===== config.mk =====
export PLATFORM = sky130hd
export DESIGN_NAME = uart_tx
export DESIGN_NICKNAME = d
export VERILOG_FILES = /design/src/rtl/uart_pkg.sv /design/src/rtl/bit_timer.sv /design/src/rtl/uart_tx.sv
export SDC_FILE = /design/constraint.sdc
export NUM_CORES = 1
export LEC_CHECK = 0
export ABC_AREA = 1
export CAP_MARGIN = 20
export CORE_MARGIN = 2
export CORE_UTILIZATION = 30
export DETAILED_ROUTE_END_ITERATION = 7
export GPL_TIMING_DRIVEN = 0
export PLACE_DENSITY_LB_ADDON = 0.15
export SYNTH_ARGS = -nofsm -noshare
export SYNTH_HDL_FRONTEND = slang
export SYNTH_HIERARCHICAL = 1
export SYNTH_SLANG_ARGS = --single-unit

===== constraint.sdc =====
create_clock -name clk -period 4.3 [get_ports clk]
set_clock_uncertainty 0.2 [all_clocks]
set_input_delay 0.86 -clock clk [delete_from_list [all_inputs] [get_ports clk]]
set_output_delay 0.86 -clock clk [all_outputs]
set_load 0.05 [all_outputs]

===== src/rtl/uart_pkg.sv =====
// Shared definitions for the UART blocks: FSM state encoding and frame line levels.
package uart_pkg;

  typedef enum logic [1:0] {
    IDLE  = 2'd0,
    START = 2'd1,
    DATA  = 2'd2,
    STOP  = 2'd3
  } uart_state_e;

  localparam logic START_LVL = 1'b0;
  localparam logic STOP_LVL  = 1'b1;
  localparam int   DATA_BITS = 8;

endpackage


===== src/rtl/bit_timer.sv =====
// Bit-period timer: down-counter that strobes tick in the last cycle of each bit time,
// and pre_tick one cycle earlier so callers can register signals aligned to that last cycle.
module bit_timer #(
  parameter int CLK_PER_BIT = 217
) (
  input  logic clk,
  input  logic reset,
  input  logic restart,
  output logic tick,
  output logic pre_tick
);

  localparam int CNT_W = (CLK_PER_BIT > 1) ? $clog2(CLK_PER_BIT) : 1;
  localparam logic [CNT_W-1:0] LOAD = CNT_W'(CLK_PER_BIT - 1);

  logic [CNT_W-1:0] cnt_q, cnt_d;

  always_comb begin
    cnt_d = cnt_q - CNT_W'(1);
    if (restart || (cnt_q == '0)) begin
      cnt_d = LOAD;
    end
  end

  always_ff @(posedge clk) begin
    if (reset) begin
      cnt_q <= LOAD;
    end else begin
      cnt_q <= cnt_d;
    end
  end

  assign tick     = (cnt_q == '0);
  assign pre_tick = (cnt_q == CNT_W'(1));

endmodule


===== src/rtl/uart_tx.sv =====
// UART transmitter: accepts bytes over valid/ready and serialises them as start, 8 data
// bits LSB first and STOP_BITS stop bits, chaining frames with no idle gap.
module uart_tx
  import uart_pkg::*;
#(
  parameter int CLK_PER_BIT = 217,
  parameter int STOP_BITS   = 1
) (
  input  logic                 clk,
  input  logic                 reset,
  input  logic [DATA_BITS-1:0] tx_data,
  input  logic                 tx_valid,
  output logic                 tx_ready,
  output logic                 txd,
  output logic                 busy
);

  uart_state_e          state_q, state_d;
  logic [DATA_BITS-1:0] shreg_q, shreg_d;
  logic [2:0]           idx_q, idx_d;
  logic                 stop_q, stop_d;
  logic                 txd_q, txd_d;
  logic                 busy_q, busy_d;
  logic                 ready_q, ready_d;
  logic                 restart, tick, pre_tick;
  logic                 hs, last_stop;

  bit_timer #(.CLK_PER_BIT(CLK_PER_BIT)) u_bit_timer (
    .clk      (clk),
    .reset    (reset),
    .restart  (restart),
    .tick     (tick),
    .pre_tick (pre_tick)
  );

  assign hs        = tx_valid && ready_q;
  assign last_stop = (stop_q == 1'(STOP_BITS - 1));

  always_comb begin
    state_d = state_q;
    shreg_d = shreg_q;
    idx_d   = idx_q;
    stop_d  = stop_q;
    txd_d   = txd_q;
    busy_d  = busy_q;
    ready_d = 1'b0;
    restart = 1'b0;
    unique case (state_q)
      IDLE: begin
        txd_d   = STOP_LVL;
        busy_d  = 1'b0;
        ready_d = 1'b1;
        if (hs) begin
          state_d = START;
          shreg_d = tx_data;
          txd_d   = START_LVL;
          busy_d  = 1'b1;
          ready_d = 1'b0;
          restart = 1'b1;
        end
      end
      START: begin
        if (tick) begin
          state_d = DATA;
          idx_d   = 3'd0;
          txd_d   = shreg_q[0];
          shreg_d = shreg_q >> 1;
        end
      end
      DATA: begin
        if (tick) begin
          if (idx_q == 3'(DATA_BITS - 1)) begin
            state_d = STOP;
            stop_d  = 1'b0;
            txd_d   = STOP_LVL;
          end else begin
            idx_d   = idx_q + 3'd1;
            txd_d   = shreg_q[0];
            shreg_d = shreg_q >> 1;
          end
        end
      end
      STOP: begin
        // Ready is registered, so raise it one cycle ahead of the final stop-bit tick.
        if (last_stop && pre_tick) begin
          ready_d = 1'b1;
        end
        if (tick) begin
          if (!last_stop) begin
            stop_d = 1'b1;
          end else if (hs) begin
            state_d = START;
            shreg_d = tx_data;
            txd_d   = START_LVL;
            restart = 1'b1;
          end else begin
            state_d = IDLE;
            busy_d  = 1'b0;
            ready_d = 1'b1;
          end
        end
      end
      default: begin
        state_d = IDLE;
      end
    endcase
  end

  always_ff @(posedge clk) begin
    if (reset) begin
      state_q <= IDLE;
      txd_q   <= STOP_LVL;
      busy_q  <= 1'b0;
      ready_q <= 1'b0;
    end else begin
      state_q <= state_d;
      txd_q   <= txd_d;
      busy_q  <= busy_d;
      ready_q <= ready_d;
    end
  end

  always_ff @(posedge clk) begin
    shreg_q <= shreg_d;
    idx_q   <= idx_d;
    stop_q  <= stop_d;
  end

  assign tx_ready = ready_q;
  assign txd      = txd_q;
  assign busy     = busy_q;

endmodule


==> impl_metrics.py, run 1 <==
metrics = {
    "yosys": {
        "synth_cells": 169,
        "async_flop_share_pct": 0,
        "synth_area_leader_cell": "edfxtp_1",
        "ys.flop_type": "dfxtp_1",
        "netlist_area_um2": 1358,
        "synth_area_per_cell_um2": 8.033,
        "yosysUniqueCellTypes": 22,
        "synthTopCellsByArea": "edfxtp_1, dfxtp_1, nand2_1",
        "yosys_warnings": 6,
        "synth_edf_count": 11,
        "yosysTopAreaCellShare_pct": 24.33,
        "syn-num-nets": 191,
        "yosys_register_bits": 24,
        "yosysSeqAreaShare_pct": 43.50,
    },
    "die": {
        "core_area_um2": 4354,
        "initial_utilization_pct": 31.18,
        "die_w_um": 71.27,
        "die_h_um": 71.27,
        "row_count": 24,
        "dieArea_um2": 5079,
        "ios": 14,
    },
    "placed_design": {
        "place.gp.congestion": 0.7729,
        "dp_hpwl_um": 1989,
        "portBuffers": 13,
    },
    "sta": {
        "rsz0062_at_grt": "no",
        "layout_worst_path_cycle_share_pct": 58.56,
        "setup_viol": 0,
        "finalHoldViolations": 0,
        "fin_tns_setup_ns": 0,
        "max_slew_margin_pct": 61.09,
        "max_freq_ghz": 0.3971,
        "finalMaxSlewViolations": 0,
        "fin_crit_ns": 2.518,
        "worst_slew_pin_slew_ns": 0.5814,
    },
    "clocking": {
        "cts_sinks": 24,
        "root_buffer": "clkbuf_8",
        "cts_buffers": 3,
        "clk_pin_slew_worst_paths_ns": 0.09,
        "cts_tree": "built",
        "post_cts_buffers": 0,
        "clockBufferDepth": 2,
        "clock_latency_ns": 0.27,
        "cts_resized": 0,
        "h-tree-depth": 1,
        "ctsHoldBuffers": 0,
    },
    "drt": {
        "drc": 0,
        "drtIter0Drc": 68,
        "first_pass_iters": 4,
        "wirelength_um": 2591,
        "ant_nets": 0,
        "vias": 1085,
        "avgViaCountPerCell": 4.559,
        "routedWlPerCell_um": 10.89,
    },
    "critical_path": {
        "path_max_fanout": 10,
        "critPathCaptureType": "flop",
        "arrival_ns": 2.24,
        "required_ns": 4.02,
        "r2r_end": "shreg_q[0]",
        "critPathKind": "primary input to flop",
        "cp-startpoint": "tx_valid",
        "reg2regPathDepth": 8,
        "r2r-start": "u_bit_timer/cnt_q[0]",
        "ff2ff_setup_slack_ns": 2.02,
        "start_kind": "primary input",
        "crit_end": "shreg_q[0]",
    },
    "power_and_ir_drop": {
        "swShare_pct": 40.91,
        "p_int_uw": 677.9,
        "p_seq_share_pct": 36.0,
        "fin_total_pwr_uw": 1147,
        "p_per_area_nw_per_um2": 706.4,
        "power_frac_comb_pct": 46.5,
        "p_switching_uw": 469.3,
        "p_leak_uw": 0.0007083,
        "ir_drop_v": 0.0001994,
        "pwr-share-clk_pct": 17.5,
    },
    "grt": {
        "grt_pass1_wl_um": 4533,
        "grt_usage_pct": 10.98,
        "antenna_found_initial": 0,
        "overflow": 0,
        "grt_max_degree": 15,
        "grt_pass1_vias": 1029,
    },
    "status": {
        "outcome": "finished clean",
    },
    "final_layout": {
        "diodes": 0,
        "fillers": 450,
        "drive_above_1_share_pct": 11.83,
        "fin_nets": 209,
        "area_delta_synth_final_pct": 19.63,
    },
    "min_path": {
        "hold_path_class": "flop to flop",
    },
    "run": {
        "max_cap_viol_count": 0,
    },
}
[logic make-up after synthesis]
| logic type | Yosys count | share of synthesized area, % |
|---|---|---|
| xor gates and xnor gates | 2 | 1.291 |
| and+or+nand+nor | 92 | 31.80 |
| adders and majority gates | 11 | 10.14 |
| DFF | 24 | 43.50 |
| AOI/OAI and AO/OA | 17 | 6.267 |
| buffers and inverters | 23 | 7.004 |
[worst max-delay path, cell delays in order]
cell	delay (ns)
clkdlybuf4s50_1	0.47
nand2_2	0.09
buf_2	0.20
nand2_1	0.10
nand2_1	0.05
nor2_1	0.46
[Yosys cell counts (2+ instances only)]
| library cell | instances |
|---|---|
| nand2_1 | 41 |
| inv_1 | 17 |
| o21ai_0 | 7 |
| nor2_1 | 21 |
| dfxtp_1 | 13 |
| o21ai_1 | 6 |
| buf_4 | 2 |
| nor3_1 | 6 |
| nand3_1 | 10 |
| nor2_4 | 4 |
| a21oi_1 | 4 |
| inv_2 | 3 |
| nand2_2 | 6 |
| edfxtp_1 | 11 |
| ha_1 | 11 |
[power groups by stage]
stage | logic [µW] | clock network [µW] | registers [µW]
after floorplan | 383 | 0 | 440
after global placement | 526 | 0 | 415
after detailed placement | 537 | 0 | 418
after CTS | 540 | 205 | 414
after global routing | 605 | 216 | 426
final | 533 | 201 | 413
[final cells by class]
class,instances,area (µm²),share of cell area [%]
tap,52,65.06,4.006
multi-input combinational,122,671.9,41.37
buffer,3,20.02,1.233
timing repair buffer,13,130.1,8.012
inverter,20,75.07,4.622
clock inverter,1,30.03,1.849
clock buffer,3,41.29,2.542
sequential,24,590.6,36.36
[how the worst min path moves through the flow]
| stage | from | to | slack, ns | cells past startpoint |
|---|---|---|---|---|
| after floorplan | u_bit_timer/cnt_q[0] | u_bit_timer/cnt_q[0] | 0.23 | 1 |
| after global routing | u_bit_timer/cnt_q[0] | u_bit_timer/cnt_q[0] | 0.30 | 1 |
| after detailed placement | u_bit_timer/cnt_q[0] | u_bit_timer/cnt_q[0] | 0.26 | 1 |
| after CTS | u_bit_timer/cnt_q[0] | u_bit_timer/cnt_q[0] | 0.27 | 1 |
| final | u_bit_timer/cnt_q[0] | u_bit_timer/cnt_q[0] | 0.27 | 1 |
| after global placement | u_bit_timer/cnt_q[0] | u_bit_timer/cnt_q[0] | 0.25 | 1 |
[layer usage]
| metal | vias up | global-route usage, % | share of wire [%] |
|---|---|---|---|
| li1 | 573 | - | - |
| met1 | 497 | 15.07 | 52 |
| met2 | 11 | 17.28 | 43 |
| met3 | 4 | 2.532 | 3.2 |
| met4 | 0 | 3.354 | 1.0 |
| met5 | - | 0 | 0 |
[sequential cells by signal (all words and copies together) (netlist names)]
register           count
u_bit_timer/cnt_q      8
shreg_q                8
busy                   1
state_q                2
idx_q                  3
txd                    1
tx_ready               1
[cell usage in the layout (no fill, tap or decap)]
cell type | synthesis | layout
nor2_1 | 21 | 21
buf_4 | 2 | 2
nand3_1 | 10 | 10
nand2_1 | 41 | 41
xor2_1 | 1 | 1
or2_2 | 1 | 1
bufinv_16 | 0 | 1
xnor2_1 | 1 | 1
o21ai_0 | 7 | 7
clkbuf_8 | 0 | 3
a21oi_1 | 4 | 4
clkdlybuf4s50_1 | 0 | 13
buf_2 | 1 | 1
ha_1 | 11 | 11
nand2_2 | 6 | 6
nand4_1 | 1 | 1
nor2_4 | 4 | 4
nor3_1 | 6 | 6
dfxtp_1 | 13 | 13
nand3_4 | 1 | 1
or2_1 | 1 | 1
edfxtp_1 | 11 | 11
inv_1 | 17 | 17
inv_2 | 3 | 3
o21ai_1 | 6 | 6
[per-stage QoR]
step	util [%]	hold slack, ns	area, µm²	cells	setup slack [ns]
finish	37.30	0.2745	1624	238	1.782
global placement	35.66	0.2508	1553	234	1.483
floorplan	-	0.2314	1358	169	2.169
global route	37.30	0.3016	1624	238	1.692
CTS	37.30	0.2746	1624	238	1.759
detailed placement	35.66	0.2609	1553	234	1.465
Note: power is estimated with default switching activity, not from simulation.
==> inputs of run 2 (changes only) <==
==> constraint.sdc (replaced) <==
create_clock -name clk -period 2.3 [get_ports clk]
set_clock_uncertainty 0.2 [all_clocks]
set_input_delay 0.46 -clock clk [delete_from_list [all_inputs] [get_ports clk]]
set_output_delay 0.46 -clock clk [all_outputs]
set_load 0.05 [all_outputs]
==> run 2 against run 1 <==
Global-route usage stayed put. Clock power up 87%. Critical path depth increased by 2. Critical endpoint unchanged. Largest cell class unchanged. Largest power group unchanged.
==> impl_metrics.py, run 2 (synthesis results as in run 1) <==
metrics = {
    "grt": {
        "grt_pass1_vias": 1029,
        "grt_usage_pct": 10.98,
        "grt_pass1_wl_um": 4533,
        "overflow": 0,
        "antenna_found_initial": 0,
        "grt_max_degree": 15,
    },
    "sta": {
        "finalHoldViolations": 0,
        "hold_ws_ns": 0.2745,
        "finalMaxSlewViolations": 0,
        "rsz0062_at_grt": "no",
        "layout_worst_path_cycle_share_pct": 91.42,
        "max_slew_margin_pct": 66.83,
        "max_freq_ghz": 0.4756,
        "fin_crit_ns": 2.103,
        "setup_viol": 0,
        "worst_slew_pin_slew_ns": 0.4959,
        "layout_setup_ws_ns": 0.1972,
    },
    "critical_path": {
        "crit_slowest_cell": "dfxtp_1",
        "arrival_ns": 1.85,
        "required_ns": 2.05,
        "critical_path_buf_inv_count": 2,
        "cpMostUsedCell": "nand2_2",
        "path_max_fanout": 7,
        "critPathCaptureType": "flop",
        "cp.depth": 8,
        "slowest_delay_ns": 0.34,
        "reg2regPathDepth": 8,
        "cp_cell_sequence": "inv_1, ha_1, nand2_2, nor2_4, inv_2, nand2_2, nand3_4, nor2_2",
        "start_kind": "flop",
        "critPathKind": "flop to flop",
        "path_delay_family": "simple AND/OR/NAND/NOR gates",
    },
    "die": {
        "ios": 14,
        "row_count": 24,
        "initial_utilization_pct": 31.18,
        "die_w_um": 71.27,
        "die_h_um": 71.27,
        "dieArea_um2": 5079,
        "core_area_um2": 4354,
    },
    "final_layout": {
        "final_common_cell": "nand2_1",
        "reg_top3": "shreg_q x8, u_bit_timer/cnt_q x8, idx_q x3",
        "drive_above_1_share_pct": 12.37,
        "layout_common_cells": "nand2_1, nor2_1, inv_1",
        "fin_nets": 209,
        "area_delta_synth_final_pct": 19.82,
        "diodes": 0,
    },
    "min_path": {
        "hold_path_class": "flop to flop",
        "hold_depth": 1,
    },
    "placed_design": {
        "dp_slack_ns": -0.1353,
        "portBuffers": 13,
        "place.gp.congestion": 0.7729,
        "dp_hpwl_um": 1989,
    },
    "clocking": {
        "root_buffer": "clkbuf_8",
        "clock_latency_ns": 0.27,
        "h-tree-depth": 1,
        "clockBufferDepth": 2,
        "cts_buffers": 3,
        "cts_sinks": 24,
        "cts_tree": "built",
        "clk_pin_slew_worst_paths_ns": 0.09,
        "ctsHoldBuffers": 0,
    },
    "drt": {
        "dr_wl_met3_um": 85,
        "wl_met1_um": 1352,
        "vias": 1087,
        "drtIter0Drc": 68,
        "drc": 0,
        "first_pass_iters": 4,
        "ant_nets": 0,
        "avgViaCountPerCell": 4.567,
        "routed-wl-met2_um": 1125,
        "routedWlPerCell_um": 10.88,
        "wirelength_um": 2590,
        "routed.top_layer": "met4",
    },
    "run": {
        "max_cap_viol_count": 0,
    },
    "power_and_ir_drop": {
        "ir_drop_v": 0.0003729,
        "p_leak_uw": 0.0007083,
        "p_per_area_nw_per_um2": 1323,
    },
    "status": {
        "outcome": "finished clean",
    },
}
run 2: cell counts in the layout (fill, tap and decap cells not counted):
Identical to the previous run, type by type.
run 2: power by group:
group          switching (µW)  internal, µW
Sequential               96.9           675
Clock                     143           233
Combinational             642           363
Total                     882          1270
run 2: area by class of cell:
type | instances | area, µm²
buffer | 3 | 20.02
clock buffer | 3 | 41.29
clock inverter | 1 | 30.03
fill | 449 | 2728
inverter | 20 | 75.07
multi-input combinational | 122 | 674.4
sequential | 24 | 590.6
tap | 52 | 65.06
timing repair buffer | 13 | 130.1
run 2: worst reg2reg max path, delay by kind of cell, from the launching register on:
kind / cells / cell delay [ns]
AND/OR/NAND/NOR: 5 / 0.81
flip-flops: 1 / 0.34
buffers and inverters: 2 / 0.25
adder cells (fa/ha/maj): 1 / 0.19
run 2: metrics by stage:
step                      TNS (ns)  instances  utilization [%]  cell area [µm²]  power (µW)
after floorplan                  0        169                -             1358        1538
after detailed placement   -0.9457        234            35.66             1553        1787
final                            0        238            37.36             1627        2153
after global routing             0        238            37.36             1627        2339
after CTS                        0        238            37.36             1627        2176
after global placement     -0.8170        234            35.66             1553        1760
run 2: worst paths after layout:
check,from,to,slack (ns)
worst min register to register,u_bit_timer/cnt_q[0],u_bit_timer/cnt_q[0],0.27
worst max register to register,u_bit_timer/cnt_q[0],shreg_q[0],0.20
worst min-delay path,u_bit_timer/cnt_q[0],u_bit_timer/cnt_q[0],0.27
worst max-delay path,u_bit_timer/cnt_q[0],shreg_q[0],0.20
run 2: per-layer routing:
layer	global-route usage, %	vias to the layer above
met5	0	-
met4	3.354	0
met3	2.532	4
met1	15.07	496
li1	-	574
met2	17.28	13
run 2: timing repair:
item / 4_1_cts / 5_1_grt
endpoints found under the setup margin: 7 / 0
gates resized for setup: 1 / 0
setup buffers: 0 / 0
==> inputs of run 3 (changes only) <==
--- a/config.mk
+++ b/config.mk
@@ -6,9 +6,9 @@
 export NUM_CORES = 1
 export LEC_CHECK = 0
 export ABC_AREA = 1
-export CAP_MARGIN = 20
 export CORE_MARGIN = 2
-export CORE_UTILIZATION = 30
+export CORE_UTILIZATION = 50
+export CTS_BUF_LIST = sky130_fd_sc_hd__clkbuf_16
 export DETAILED_ROUTE_END_ITERATION = 7
 export GPL_TIMING_DRIVEN = 0
 export PLACE_DENSITY_LB_ADDON = 0.15
==> run 3 against run 2 <==
Critical path depth is the same. Power is essentially flat. Critical endpoint is now shreg_q[4]. Cell count shrank 9.2%. Non-clock buffer count is the same. Register-to-register slack is essentially flat. Sequential share of layout area grew 0.45 points. Die area shrank 38%. Setup slack gained 0.0019 ns. Clock power shrank 2%. Count of clock-buffer cells in the layout is the same. Maximum frequency is essentially flat. Flip-flop and latch count is the same.
==> impl_metrics.py, run 3 (synthesis results as in run 1) <==
metrics = {
    "critical_path": {
        "path_max_fanout": 7,
        "reg2regPathDepth": 8,
        "start_kind": "flop",
        "crit_slowest_cell": "dfxtp_1",
        "path_delay_family": "simple AND/OR/NAND/NOR gates",
        "critPathKind": "flop to flop",
        "cp_cell_sequence": "inv_1, ha_1, nand2_2, nor2_4, inv_2, nand2_2, nand3_4, nor2_2",
        "cpMostUsedCell": "nand2_2",
        "ff2ff_setup_slack_ns": 0.20,
        "slowest_delay_ns": 0.32,
        "r2r-start": "u_bit_timer/cnt_q[0]",
        "critical_path_buf_inv_count": 2,
        "critPathCaptureType": "flop",
        "r2r_end": "shreg_q[4]",
        "arrival_ns": 1.82,
        "required_ns": 2.02,
    },
    "final_layout": {
        "reg_top3": "shreg_q x8, u_bit_timer/cnt_q x8, idx_q x3",
        "final_common_cell": "nand2_1",
        "fillers": 227,
        "area_delta_synth_final_pct": 18.34,
        "fin_nets": 209,
        "multiInputGateArea_um2": 674.4,
        "layout_common_cells": "nand2_1, nor2_1, inv_1",
        "diodes": 0,
        "ff_latch_area_um2": 590.6,
        "drive_above_1_share_pct": 11.83,
    },
    "clocking": {
        "h-tree-depth": 1,
        "clk_pin_slew_worst_paths_ns": 0.06,
        "root_buffer": "clkbuf_16",
        "cts_resized": 0,
        "clockBufferDepth": 2,
        "clock_latency_ns": 0.25,
        "cts_sinks": 24,
        "ctsHoldBuffers": 0,
        "post_cts_buffers": 0,
        "cts_buffers": 3,
        "cts_tree": "built",
    },
    "grt": {
        "antenna_found_initial": 0,
        "grt_pass1_wl_um": 4236,
        "grt_pass1_vias": 1008,
        "overflow": 0,
        "grt_max_degree": 14,
        "grt_usage_pct": 16.84,
    },
    "sta": {
        "finalHoldViolations": 0,
        "setup_viol": 0,
        "max_slew_margin_pct": 65.48,
        "max_freq_ghz": 0.4760,
        "finalMaxSlewViolations": 0,
        "fin_tns_setup_ns": 0,
        "rsz0062_at_grt": "no",
        "layout_worst_path_cycle_share_pct": 91.34,
        "worst_slew_pin_slew_ns": 0.5162,
        "hold_ws_ns": 0.2615,
        "fin_crit_ns": 2.101,
    },
    "die": {
        "core_area_um2": 2522,
        "dieArea_um2": 3148,
        "initial_utilization_pct": 53.82,
        "row_count": 18,
        "ios": 14,
        "die_w_um": 56.11,
        "die_h_um": 56.11,
    },
    "power_and_ir_drop": {
        "p_per_area_nw_per_um2": 1341,
        "fin_total_pwr_uw": 2154,
        "ir_drop_v": 0.0009459,
        "p_leak_uw": 0.0007149,
    },
    "min_path": {
        "min_to": "u_bit_timer/cnt_q[0]",
        "hold_depth": 1,
        "hold_path_class": "flop to flop",
        "holdCritStartpoint": "u_bit_timer/cnt_q[0]",
    },
    "run": {
        "max_cap_viol_count": 0,
    },
    "placed_design": {
        "dp_hpwl_um": 2064,
        "place.gp.congestion": 0.8074,
        "portBuffers": 13,
    },
    "drt": {
        "drtIter0Drc": 29,
        "ant_nets": 0,
        "wl_met1_um": 1199,
        "wirelength_um": 2623,
        "vias": 1084,
        "first_pass_iters": 4,
        "routed.top_layer": "met4",
        "dr_wl_met3_um": 89,
        "drc": 0,
        "routed-wl-met2_um": 1312,
        "routedWlPerCell_um": 12.14,
        "avgViaCountPerCell": 5.019,
    },
    "status": {
        "outcome": "finished clean",
    },
}
==> run 3: cell count changes in the layout (fill, tap and decap cells not counted) <==
cell and delta:
bufinv_16 -1, clkbuf_16 +3, clkbuf_8 -3, inv_1 +1
==> run 3: worst register-to-register path: cells and delay by family, from the launching register on <==
family	cells	cell delay (ns)
fa+ha+maj	1	0.19
simple gates	5	0.81
buf+inv	2	0.25
flops	1	0.32
==> run 3: metrics by stage <==
stage	util [%]	worst slack [ns]	instances	instance area (µm²)
2_1_floorplan	-	0.2970	169	1358
3_3_place_gp	60.47	-0.1143	212	1525
3_5_place_dp	60.47	-0.1196	212	1525
4_1_cts	63.59	0.01598	216	1604
5_1_grt	63.69	0.06387	216	1607
6_report	63.69	0.1991	216	1607
==> run 3: cell type report <==
cell class | count | share of cell area [%]
clock buffers | 3 | 4.673
well taps | 30 | 2.336
clock inverters | 1 | 0.2336
inverters | 20 | 4.673
plain buffers | 3 | 1.246
repair buffers | 13 | 8.100
flip-flops and latches | 24 | 36.76
multi-input cells | 122 | 41.98
==> run 3: worst max-delay path by stage <==
stage,start,to,slack [ns],depth (start not counted)
CTS,u_bit_timer/cnt_q[0],shreg_q[2],0.02,8
floorplan,u_bit_timer/cnt_q[0],shreg_q[0],0.30,8
global placement,tx_valid,shreg_q[2],-0.11,6
detailed placement,tx_valid,shreg_q[4],-0.12,6
global route,u_bit_timer/cnt_q[0],shreg_q[0],0.06,8
finish,u_bit_timer/cnt_q[0],shreg_q[4],0.20,8
==> run 3: power by group <==
group	internal [µW]	total, µW	switching (µW)
Sequential	677	773	96.7
Clock	232	367	136
Combinational	362	1010	652
==> run 3: routing by layer <==
metal | vias up | global-route usage [%]
li1 | 572 | -
met2 | 18 | 29.75
met3 | 4 | 2.791
met4 | 0 | 4.422
met5 | - | 0
met1 | 490 | 21.17
